[config.mk]
export PLATFORM = sky130hd
export DESIGN_NAME = reg_read
export DESIGN_NICKNAME = d
export VERILOG_FILES = /design/src/rtl/reg_read.sv
export SDC_FILE = /design/constraint.sdc
export NUM_CORES = 2
export LEC_CHECK = 0
export CAP_MARGIN = 20
export CORE_MARGIN = 3
export CORE_UTILIZATION = 33
export CTS_CLUSTER_DIAMETER = 30
export DETAILED_ROUTE_END_ITERATION = 7
export GPL_TIMING_DRIVEN = 1
export SETUP_SLACK_MARGIN = 0.05
export SKIP_LAST_GASP = 1
export SLEW_MARGIN = 20
export SYNTH_ARGS = -nofsm -noshare
export SYNTH_HDL_FRONTEND = slang
export SYNTH_SLANG_ARGS = --single-unit
[constraint.sdc]
create_clock -name clk -period 2.85 [get_ports clk]
set_input_delay 0.57 -clock clk [delete_from_list [all_inputs] [get_ports clk]]
set_output_delay 0.57 -clock clk [all_outputs]
set_load 0.005 [all_outputs]
[src/rtl/reg_read.sv]
// Operand-read (decode) stage of the multi-cycle CPU.
// Owns the register file, takes write-back updates on one port, and on a
// start pulse decodes one instruction and reads its two source registers,
// handing the result to the execute stage as a single operand bundle.
//
// Handshake: out_valid is asserted in OUT and stays high, with every bundle
// field frozen, until a rising clock edge samples out_ready=1 while
// out_valid=1; that edge is the transfer and the stage returns to IDLE.
// out_valid never depends combinationally on out_ready.
module reg_read #(
   parameter int DW = 32,
   parameter int NREG = 32,
   parameter bit ZERO_R0 = 1'b1,
   localparam int AW = $clog2(NREG)
) (
   input  logic          clk,
   input  logic          rst_n,
   input  logic          ide,
   input  logic [31:0]   instr,
   input  logic          wb_update,
   input  logic [AW-1:0] wb_addr,
   input  logic [DW-1:0] wb_data,
   output logic          busy,
   output logic          out_valid,
   input  logic          out_ready,
   output logic [5:0]    op,
   output logic [4:0]    rd,
   output logic [4:0]    rt_addr,
   output logic [DW-1:0] rs_val,
   output logic [DW-1:0] rt_val,
   output logic [DW-1:0] imm_ext
);

   typedef enum logic [1:0] {
      IDLE = 2'd0,
      DEC  = 2'd1,
      RD   = 2'd2,
      OUT  = 2'd3
   } state_t;

   state_t        state_q, state_d;
   logic [31:0]   instr_q, instr_d;
   logic [5:0]    op_q, op_d;
   logic [4:0]    rd_q, rd_d;
   logic [4:0]    rt_addr_q, rt_addr_d;
   logic [DW-1:0] imm_ext_q, imm_ext_d;
   logic [DW-1:0] rs_val_q, rs_val_d;
   logic [DW-1:0] rt_val_q, rt_val_d;
   logic          out_valid_q, out_valid_d;

   logic [DW-1:0] file_q [NREG];
   logic [DW-1:0] file_d [NREG];

   // Source register addresses come from the latched instruction word.
   logic [AW-1:0] rs_a;
   logic [AW-1:0] rt_a;
   logic [DW-1:0] rs_sel;
   logic [DW-1:0] rt_sel;

   assign rs_a = instr_q[21 +: AW];
   assign rt_a = instr_q[16 +: AW];

   // Register-file update: one write per cycle in any state, r0 optionally hard-wired.
   always_comb begin
      file_d = file_q;
      if (wb_update && !(ZERO_R0 && wb_addr == '0)) begin
         file_d[wb_addr] = wb_data;
      end
   end

   // Register-file storage; reset clears every entry.
   always_ff @(posedge clk or negedge rst_n) begin
      if (!rst_n) begin
         for (int i = 0; i < NREG; i++) begin
            file_q[i] <= '0;
         end
      end else begin
         file_q <= file_d;
      end
   end

   // Read ports with write bypass so a same-cycle write-back is seen by the read.
   always_comb begin
      rs_sel = file_q[rs_a];
      rt_sel = file_q[rt_a];
      if (wb_update && wb_addr == rs_a) begin
         rs_sel = wb_data;
      end
      if (wb_update && wb_addr == rt_a) begin
         rt_sel = wb_data;
      end
      if (ZERO_R0 && rs_a == '0) begin
         rs_sel = '0;
      end
      if (ZERO_R0 && rt_a == '0) begin
         rt_sel = '0;
      end
   end

   // Next-state and datapath: latch, decode, read, then hold until accepted.
   always_comb begin
      state_d     = state_q;
      instr_d     = instr_q;
      op_d        = op_q;
      rd_d        = rd_q;
      rt_addr_d   = rt_addr_q;
      imm_ext_d   = imm_ext_q;
      rs_val_d    = rs_val_q;
      rt_val_d    = rt_val_q;
      out_valid_d = out_valid_q;
      case (state_q)
         IDLE: begin
            if (ide) begin
               instr_d = instr;
               state_d = DEC;
            end
         end
         DEC: begin
            op_d      = instr_q[31:26];
            rd_d      = instr_q[15:11];
            rt_addr_d = instr_q[20:16];
            imm_ext_d = {{(DW-16){instr_q[15]}}, instr_q[15:0]};
            state_d   = RD;
         end
         RD: begin
            rs_val_d    = rs_sel;
            rt_val_d    = rt_sel;
            out_valid_d = 1'b1;
            state_d     = OUT;
         end
         OUT: begin
            // Bundle fields are not touched here, so they stay frozen during a stall.
            if (out_ready) begin
               out_valid_d = 1'b0;
               state_d     = IDLE;
            end
         end
         default: begin
            out_valid_d = 1'b0;
            state_d     = IDLE;
         end
      endcase
   end

   // Pipeline-stage registers; reset abandons any read in flight.
   always_ff @(posedge clk or negedge rst_n) begin
      if (!rst_n) begin
         state_q     <= IDLE;
         instr_q     <= '0;
         op_q        <= '0;
         rd_q        <= '0;
         rt_addr_q   <= '0;
         imm_ext_q   <= '0;
         rs_val_q    <= '0;
         rt_val_q    <= '0;
         out_valid_q <= 1'b0;
      end else begin
         state_q     <= state_d;
         instr_q     <= instr_d;
         op_q        <= op_d;
         rd_q        <= rd_d;
         rt_addr_q   <= rt_addr_d;
         imm_ext_q   <= imm_ext_d;
         rs_val_q    <= rs_val_d;
         rt_val_q    <= rt_val_d;
         out_valid_q <= out_valid_d;
      end
   end

   assign busy      = (state_q != IDLE);
   assign out_valid = out_valid_q;
   assign op        = op_q;
   assign rd        = rd_q;
   assign rt_addr   = rt_addr_q;
   assign imm_ext   = imm_ext_q;
   assign rs_val    = rs_val_q;
   assign rt_val    = rt_val_q;

   // A stalled bundle must stay valid and unchanged until it is accepted.
   assert property (@(posedge clk) disable iff (!rst_n)
      (out_valid_q && !out_ready) |=> (out_valid_q && $stable({rs_val_q, rt_val_q, imm_ext_q})));

   // out_valid only appears while the stage is busy.
   assert property (@(posedge clk) disable iff (!rst_n) out_valid_q |-> busy);

endmodule

==> metrics.md <==
| Metric | Value |
|---|---|
| Endpoint required time on the critical path | `3.56 ns` |
| Synth Instances | `4,031` |
| Die Wd | `429 um` |
| Maximum capacitance violations | `0` |
| Met2 usage | `34.3%` |
| First-pass GRT wire length | `291,000 um` |
| Post-synthesis register bit count | `~1,200` |
| M3 GR Usage | `~4.4%` |
| RD Place Congestion | `0.823` |
| TritonCTS Buffers | `approximately 310` |
| Layout fillers | `roughly 16,000` |
| Power per cell area | `1150 nW/um2` |
| Sink Count | `1,150` |
| Root buf cell | `clkbuf_16` |
| Worst r2r src | `instr_q[18]` |
| Lkg Pwr | `33.2 nW` |
| Number of global-route vias before repair | `42,600` |
| Worst Setup End Kind | `register` |
| DRC | `0` |
| Die area | `roughly 180,000 um2` |
| Num rows | `154` |
| Grt ovf | `0` |
| CP Launch Point | `instr_q[18]` |
| Largest net degree at the start of global routing | `104` |
| Reg2Reg Setup Slack | `0.27 ns` |
| Max FO, Critical Path | `34` |
| Syn nets | `between 4,000 and 5,000` |
| DR vias | `40,200` |
| Worst vdd ir | `around 0.00056 V` |
| Worst reg2reg endpoint | `rt_val[8]` |
| Crit path cell chain | `and2_2 -> buf_12 -> a221oi_1 -> o21a_1 -> a221oi_1 -> buf_4 -> o21ai_1` |
| Crit path top cell by count | `a221oi_1` |
| 1st-pass router iterations | `8` |
| Main synth FF type | `dfrtp_1` |
| Number of I/O port buffers | `187` |
| Largest stage delay, worst path | `between 0.7 and 0.8 ns` |
| Final Util | `a little over two fifths` |
| Hold WC Path Type | `in2async` |
| Vias/cell | `5.77` |
| Sequential area share after synthesis | `48.7%` |
| WL final | `around 200,000 um` |
| Gr usage total | `21.2%` |
| Mapped cell area | `59,100 um2` |
| Htree depth | `5` |
| Nets@finish | `4,488` |
| Initial antenna violation count | `5` |
| Most frequent cells in the layout | `dfrtp_1, mux2_2, mux4_2` |
| GR Layer Usage met1 | `27.6%` |
| Commonest non-fill, non-tap cell in the layout | `dfrtp_1` |
| Layout cells sized above 1 | `50.7%` |
| Maximum root-to-sink buffer count | `4` |
| Final Cycle Share | `90.5%` |
| Setup crit start kind | `register` |
| Gr busiest metal | `met2` |
| Fin. max-slew vios | `0` |
| CTS tree | `built` |
| Largest delay share family, worst path | `compound AO/OA/AOI/OAI gates` |
| DR iter-0 viols | `3,358` |
| Ports | `188` |
| Final worst path period need | `2.58 ns` |
| Slew headroom | `42.3%` |
| Post-synthesis async set-or-reset flop share | `between 90% and 100%` |
| Post-synth EDFFs | `0` |
| Buf/Inv on CP | `2` |
| Final HPWL DP | `127,000 um` |
| Post-synth cell types | `41` |
| Max Clk Rate | `between 300 and 400 MHz` |
| Skew final | `approximately 0.08 ns` |
| Initial Util | `around a third` |
| Die Ht | `429 um` |
| Reg2reg path depth | `7` |
| Final-report hold violation count | `0` |
| Critical path type | `reg2reg` |
| Core area | `177,000 um2` |
| Outcome | `finished, final reports clean` |
| Clk slew on worst S/H paths | `0.05 ns` |
| Area grow syn2layout | `30.2%` |
| Slowest cell on the critical path | `dfrtp_4` |
| Unrepaired setup endpoints after global routing | `no` |
| Worst-Margin Slew | `0.863 ns` |
| Crit path DAT | `3.29 ns` |
| Ys Warns | `0` |
| Avg Inst Size Synth | `14.7 um2` |
| Routed Antenna Nets | `0` |
| Worst-Skew Late Latency | `0.92 ns` |
| Final setup violation count | `0` |
| Post-DR wirelength/cell | `28.2 um` |
| Total power | `88.7 mW` |
-- registers in the layout (all words and copies together), names as in the netlist, 5 cells and up --
register / count
file_q: 1024
instr_q: 32
rs_val: 32
rt_val: 32
imm_ext: 11
op: 6
rd: 5
rt_addr: 5
-- cells by family after synthesis --
| family | Yosys count | synth area share [%] |
|---|---|---|
| AOI/OAI and AO/OA | 552 | 7.14 |
| xor gates and xnor gates | 9 | 0.133 |
| adders and majority gates | 5 | 0.106 |
| buffers and inverters | 484 | 3.76 |
| DFF | 1150 | 48.7 |
| muxes | 1692 | 39.0 |
| and+or+nand+nor | 139 | 1.17 |
-- stage by stage --
stage	instance area, um2	cells	setup TNS [ns]	setup slack (ns)	hold WS (ns)
6_report	76900	6979	0	0.272	0.208
5_1_grt	76900	6978	0	0.177	0.212
4_1_cts	76900	6977	0	0.112	0.172
3_5_place_dp	66300	6433	-1.10	-0.104	0.383
3_3_place_gp	66300	6433	-3.18	-0.171	0.376
2_1_floorplan	59100	4031	0	0.653	0.274
-- power by group --
part / switching, mW / internal, mW / leakage (nW)
clock: 10.3 / 24.9 / 5.19
sequential: 3.15 / 20.0 / 14.7
combinational: 15.1 / 15.3 / 13.3
total: 28.6 / 60.1 / 33.2
-- synth_stat cells (all sizes together), types with 22 or more instances --
cell type	n	share of area, %
dfrtp	1150	49
mux2	1052	20
mux4	384	15
clkbuf	291	1.8
mux2i	256	4.3
buf	183	1.9
a221oi	160	2.4
a22oi	160	2.0
a21oi	66	0.56
o21ai	65	0.55
nand2	51	0.32
and2	37	0.39
a2111o	32	0.61
a222oi	32	0.54
o21a	32	0.41
nor2	22	0.14
-- how the worst max path moves through the flow --
stage | end | depth (start not counted)
global route | rt_val[8] | 7
CTS | imm_ext[29] | 1
floorplan | file_q[353] | 5
finish | rt_val[8] | 7
detailed placement | rs_val[30] | 7
global placement | rs_val[30] | 7
-- worst reg2reg max path, stage by stage, from the launching register on --
cell      delay (ns)
dfrtp_4         0.79
and2_2          0.34
buf_12          0.27
a221oi_1        0.20
o21a_1          0.21
a221oi_1        0.39
buf_4           0.20
o21ai_1         0.05
-- per-layer routing --
| layer | vias up | routed length, um |
|---|---|---|
| met1 | 21700 | 81800 |
| met5 | - | 0 |
| met2 | 1522 | 94600 |
| met3 | 411 | 12400 |
| met4 | 0 | 7660 |
| li1 | 16600 | - |
-- timing repair --
action / in CTS / in global routing
setup buffers: 0 / 0
gates resized for setup: 1 / 1
endpoints found under the setup margin: 1 / 18
hold endpoints to repair: 27 / 0
cloned: 0 / 0
hold buffers: 1 / 0
-- layout make-up --
type | count | area [um2] | area share [%]
Tap cell | 2340 | 2930 | 3.81
Clock inverter | 145 | 1860 | 2.42
Sequential cell | 1150 | 28800 | 37.4
Inverter | 10 | 37.5 | 0.0488
Antenna cell | 2 | 5.00 | 0.00650
Clock buffer | 398 | 8740 | 11.4
Timing Repair Buffer | 537 | 6210 | 8.07
Multi-Input combinational cell | 2397 | 28400 | 36.9
No activity file was read; power rests on OpenSTA's default activity.
